**src/rtl/unified_mem_arbiter_pkg.sv**
```systemverilog
// Shared types and helpers for the unified instruction/data memory arbiter.
package unified_mem_arbiter_pkg;

  typedef enum logic [1:0] {
    StIdle      = 2'd0,
    StFetchBusy = 2'd1,
    StDataBusy  = 2'd2
  } arb_state_e;

  localparam logic [3:0] ReadByteEn = 4'hF;

  // Bits needed to hold values 0..max_val; never narrower than one bit.
  function automatic int unsigned cnt_width(input int unsigned max_val);
    int unsigned w;
    w = $clog2(max_val + 1);
    return (w < 1) ? 1 : w;
  endfunction

endpackage

```
**src/rtl/unified_mem_arbiter_arb_timeout_counter.sv**
```systemverilog
// Counts busy cycles without an acknowledge; flags the cycle in which the limit is reached.
module arb_timeout_counter #(
  parameter int unsigned TIMEOUT_CYCLES = 256
) (
  input  logic clk,
  input  logic reset,
  input  logic clear,
  input  logic enable,
  output logic expire
);
  import unified_mem_arbiter_pkg::*;

  localparam int unsigned Width = cnt_width(TIMEOUT_CYCLES);
  localparam logic [Width-1:0] Limit = Width'(TIMEOUT_CYCLES);
  localparam logic [Width-1:0] Last  = Width'(TIMEOUT_CYCLES - 1);

  logic [Width-1:0] count;

  assign expire = enable && (count == Last);

  always_ff @(posedge clk) begin
    if (reset) begin
      count <= '0;
    end else if (clear) begin
      count <= '0;
    end else if (enable && (count != Limit)) begin
      count <= count + 1'b1;
    end
  end

endmodule

```
**src/rtl/unified_mem_arbiter.sv**
```systemverilog
// Arbitrates one single-port, variable-latency memory between fetch and data requesters.
module unified_mem_arbiter #(
  parameter int unsigned MAX_DATA_GRANTS = 4,
  parameter int unsigned TIMEOUT_CYCLES  = 256
) (
  input  logic        clk,
  input  logic        reset,
  input  logic        FetchReqF,
  input  logic [31:0] PCF,
  input  logic        FetchKillF,
  output logic [31:0] InstrF,
  output logic        FetchReadyF,
  input  logic        DataReqM,
  input  logic        MemWriteM,
  input  logic [31:0] ALUResultM,
  input  logic [31:0] WriteDataM,
  input  logic [3:0]  ByteEnM,
  output logic [31:0] ReadDataM,
  output logic        DataReadyM,
  output logic        MemReq,
  output logic [31:0] MemAddr,
  output logic [31:0] MemWData,
  output logic [3:0]  MemBE,
  output logic        MemWE,
  input  logic        MemAck,
  input  logic [31:0] MemRData,
  output logic        BusErr
);
  import unified_mem_arbiter_pkg::*;

  localparam int unsigned GrantWidth = cnt_width(MAX_DATA_GRANTS);
  localparam logic [GrantWidth-1:0] MaxGrants = GrantWidth'(MAX_DATA_GRANTS);

  arb_state_e            state;
  logic [GrantWidth-1:0] grant_cnt;
  logic                  kill;

  logic fetch_pend, data_pend, force_fetch;
  logic grant_fetch, grant_data;
  logic ack, to_enable, to_expire;

  always_comb begin
    // A requester is not re-granted in the cycle its completion strobe is visible.
    fetch_pend  = FetchReqF && !FetchReadyF && !FetchKillF;
    data_pend   = DataReqM && !DataReadyM;
    force_fetch = fetch_pend && (grant_cnt == MaxGrants);
    grant_data  = (state == StIdle) && data_pend && !force_fetch;
    grant_fetch = (state == StIdle) && fetch_pend && !grant_data;
    ack         = MemAck && MemReq;
    to_enable   = (state != StIdle) && MemReq && !MemAck;
  end

  arb_timeout_counter #(
    .TIMEOUT_CYCLES(TIMEOUT_CYCLES)
  ) u_timeout (
    .clk   (clk),
    .reset (reset),
    .clear (grant_data || grant_fetch),
    .enable(to_enable),
    .expire(to_expire)
  );

  always_ff @(posedge clk) begin
    if (reset) begin
      state       <= StIdle;
      grant_cnt   <= '0;
      kill        <= 1'b0;
      MemReq      <= 1'b0;
      MemAddr     <= '0;
      MemWData    <= '0;
      MemBE       <= '0;
      MemWE       <= 1'b0;
      InstrF      <= '0;
      FetchReadyF <= 1'b0;
      ReadDataM   <= '0;
      DataReadyM  <= 1'b0;
      BusErr      <= 1'b0;
    end else begin
      FetchReadyF <= 1'b0;
      DataReadyM  <= 1'b0;

      if (!FetchReqF || grant_fetch) begin
        grant_cnt <= '0;
      end else if (grant_data && (grant_cnt != MaxGrants)) begin
        grant_cnt <= grant_cnt + 1'b1;
      end

      unique case (state)
        StIdle: begin
          if (grant_data) begin
            state    <= StDataBusy;
            MemReq   <= 1'b1;
            MemAddr  <= ALUResultM;
            MemWData <= WriteDataM;
            MemBE    <= MemWriteM ? ByteEnM : ReadByteEn;
            MemWE    <= MemWriteM;
          end else if (grant_fetch) begin
            state    <= StFetchBusy;
            MemReq   <= 1'b1;
            MemAddr  <= PCF;
            MemWData <= '0;
            MemBE    <= ReadByteEn;
            MemWE    <= 1'b0;
          end
        end
        StFetchBusy: begin
          if (ack || to_expire) begin
            state  <= StIdle;
            MemReq <= 1'b0;
            kill   <= 1'b0;
            if (to_expire) BusErr <= 1'b1;
            // A kill seen earlier or in this very cycle swallows the result.
            if (!kill && !FetchKillF) begin
              FetchReadyF <= 1'b1;
              InstrF      <= ack ? MemRData : '0;
            end
          end else if (FetchKillF) begin
            kill <= 1'b1;
          end
        end
        StDataBusy: begin
          if (ack || to_expire) begin
            state      <= StIdle;
            MemReq     <= 1'b0;
            DataReadyM <= 1'b1;
            if (to_expire) BusErr <= 1'b1;
            if (!MemWE) ReadDataM <= ack ? MemRData : '0;
          end
        end
        default: state <= StIdle;
      endcase
    end
  end

endmodule

```
**config.mk**
```make
export PLATFORM = sky130hd
export DESIGN_NAME = unified_mem_arbiter
export DESIGN_NICKNAME = d
export VERILOG_FILES = /design/src/rtl/unified_mem_arbiter_pkg.sv /design/src/rtl/unified_mem_arbiter_arb_timeout_counter.sv /design/src/rtl/unified_mem_arbiter.sv
export SDC_FILE = /design/constraint.sdc
export NUM_CORES = 1
export LEC_CHECK = 0
export CORE_MARGIN = 2
export CORE_UTILIZATION = 40
export DETAILED_ROUTE_END_ITERATION = 7
export PLACE_DENSITY = 0.87
export SYNTH_ARGS = -nofsm -noshare
export SYNTH_HDL_FRONTEND = slang
export SYNTH_SLANG_ARGS = --single-unit
```
**constraint.sdc**
```tcl
create_clock -name clk -period 2.9 [get_ports clk]
set_input_delay 0.58 -clock clk [delete_from_list [all_inputs] [get_ports clk]]
set_output_delay 0.58 -clock clk [all_outputs]
set_load 0.005 [all_outputs]
```
==> impl_results.md, run 1 <==
* Syn_nets at 751
* Least-Margin Pin Slew at about 0.56 ns
* CTS Buffer Depth at 2
* Post-CTS Setup Bufs at 0
* Starting Density at 0.405
* Commonest cells after routing, fill and taps aside: clkdlybuf4s50_1, dfxtp_1, o21ai_0
* Finished Layout Cells at 1,051
* Final worst path period need at roughly 2.5 ns
* Reg2reg setup slack at 0.40 ns
* WP data required at approximately 3.2 ns
* CP max FO at between 60 and 70
* Yosys warns at 0
* Gate Count Post-Synth at 603
* Adder-cell area share of the yosys netlist at 0.0202
* First-pass GRT wire length at about 27,000 um
* Final hold slack at around 0.46 ns
* Gpl congestion at 0.823
* Logic pwr share at 0.156
* Synth Cell Area at 5580 um2
* Post-synthesis xor/xnor area fraction at 0.00785
* Root Buffer: clkbuf_16
* Clock-pin slew on the worst setup and hold paths at roughly 0.060 ns
* Total Routed Length at 17,700 um
* Syn avg cell area at just over 9 um2
* Placed Area at between 8000 and 9000 um2
* Maximum vdd drop at approximately 0.32 mV
* Seq pwr share at 0.445
* Internal at between 3 and 4 mW
* Largest net degree at the start of global routing at 74
* Drt wl/cell at ~17 um
* DIE HEIGHT at around 120 um
* Fin Setup TNS at 0 ns
* Std-Cell Rows at 43
* Drt drc at 0
* Die span in x at 122 um
* Ports at 276
* Critical path class: reg2reg
* Synth Flop Type: dfxtp_1
* CTS tree: done
* H-tree levels at 4
* Synth async-reset ratio at 0
* Pleak at roughly 3.2 nW
* Slew HR at 0.625
* Synth Area in Simple Gates at 0.153
* Global Route Usage Sum at 0.232
* Switching Fraction at 0.246
* Tcrit/Tclk final at 0.862
* Mux share of post-synthesis cell area at 0.00359
* Share of the yosys chip area belonging to registers at 0.546
* 1st-pass router iterations at 4
* Final setup fails at 0
* Vias at between 5,000 and 6,000
* Number of gates resized after cts at 0
* CP peak stage delay at 0.44 ns
* RSZ-0062 raised after global routing: no
* Startpoint Class: register
* Slew Viols, Final at 0
* WL met1 at ~6500 um
* Commonest non-fill, non-tap cell in the layout: clkdlybuf4s50_1
* Largest family of logic cells by synthesized area: compound AO/OA/AOI/OAI gates
* Syn-to-layout area delta at 61.7%
* Placed insts at ~1,000
* Highest routed layer: met4
* Initial antenna violation count at 0
* Core box area at between 10,000 and 15,000 um2
* Vias/cell at 5.23
* Fmax at 0.400 GHz
* Synth Area in Compound Gates at 0.221
* Nets at 1,007
* Clock network fraction of design power at 0.399
* Max-Cap Viols at 0
* Yosys cell types at just over 50
* Share of cells above drive strength 1 at 0.0644
* Port Buffers at ~280
* Filler cell count at around 1,100
* DRT antenna net count at 0
* Worst Skew at around 0.011 ns
* Sw power at around 1.3 mW
* Hold-fix buffers, CTS at 0
* Clock latency on the worst-skew pair at roughly 0.42 ns
* Post-layout instance area at 9020 um2
* Crit path capture type: register
* Met3 WL at ~1900 um
* Worst path most repeated cell: ha_1
* CP max stage cell: nor2b_1
* HP Class: reg2reg
* Vias in the first global route at around 5,500
* Die ar. at approximately 15,000 um2
* Clock buffer count from CTS at 17
* #FFs+latches synth at roughly 150
* Endpoints failing hold at 0
* Initial drt markers at 301
* CP cell instances: ha_1, nand2_1, nor3_1, ha_1, nor2b_1, o2111ai_4, buf_4, nand3_1, o21ai_0
* Post-DP HPWL at around 13,000 um
* Remaining global-route overflow at 0
* Pwr dens at ~560 nW/um2
* Clk sink count at between 150 and 200
* Worst Path Arrival at between 2 and 3 ns
* Routed wl met2 at around 8700 um
* Number of enable flip-flop cells after synthesis at 0
* Outcome: completed
synth_stat cells (all sizes together) (7+ instances only):
| cell | number | area (um2) |
|---|---|---|
| a21oi | 7 | 35.0 |
| buf | 24 | 129 |
| a22o | 32 | 280 |
| nand2 | 38 | 143 |
| ha | 9 | 113 |
| nor2 | 49 | 186 |
| inv | 12 | 45.0 |
| o21ai | 101 | 509 |
| nand3 | 67 | 335 |
| o22ai | 32 | 200 |
| clkbuf | 27 | 101 |
| dfxtp | 152 | 3040 |
power by group through the flow:
stage	clock [mW]	combinational (mW)	sequential, mW
5_1_grt	2.16	0.860	2.28
2_1_floorplan	0	0.309	2.31
6_report	2.03	0.793	2.27
4_1_cts	2.07	0.796	2.27
3_3_place_gp	0	0.776	2.31
3_5_place_dp	0	0.791	2.32
layout make-up:
type                       count  area, um2  area share
sequential                   152       3040       0.337
timing repair buffer         288       2880       0.319
clock buffer                  19        433      0.0480
multi-input combinational    388       2290       0.254
clock inverter                11        103      0.0114
antenna                        1       2.50    0.000277
tap                          180        225      0.0250
inverter                      12       45.0     0.00499
worst max-delay path: cells and delay by family, from the launching register on:
family	cells	cell delay [ns]
compound gates	2	0.22
fa+ha+maj	2	0.47
buf+inv	1	0.32
flops	1	0.39
simple gates	4	0.92
flip-flops by register name, summed over array words and instances (netlist names):
register,flops
MemWData,32
MemReq,1
DataReadyM,1
u_timeout.count,9
grant_cnt,3
MemBE,4
InstrF,32
kill,1
ReadDataM,32
MemWE,1
BusErr,1
MemAddr,32
state,2
FetchReadyF,1
per-layer routing:
metal  GRT usage  vias to the layer above
met1       0.241                     2549
met2       0.402                      223
li1            -                     2687
met4       0.108                        0
met5           0                        -
met3       0.104                       35
stage by stage:
step / power [mW] / utilization / setup slack [ns]
floorplan: 2.62 / - / 0.864
global placement: 3.08 / 0.616 / 0.573
detailed placement: 3.11 / 0.616 / 0.525
CTS: 5.13 / 0.655 / 0.412
global route: 5.30 / 0.655 / 0.166
finish: 5.09 / 0.655 / 0.399
cells by family after synthesis:
| group | count (synthesis) |
|---|---|
| fa+ha+maj | 9 |
| xor+xnor | 5 |
| mux | 2 |
| compound gates | 192 |
| buf+inv | 63 |
| simple gates | 180 |
| flops | 152 |
worst paths after layout:
kind,cells past startpoint,start,to
hold reg to reg,2,InstrF[16],InstrF[16]
setup reg to reg,9,u_timeout.count[0],ReadDataM[24]
hold / removal,2,InstrF[16],InstrF[16]
setup / recovery,9,u_timeout.count[0],ReadDataM[24]
(Power assumes the default switching activity.)
==> run 2, diff against run 1 <==
- CAP_MARGIN: unset -> 20
==> results of run 2 <==
Final layout, timing and power as in run 1 (identical DEF).
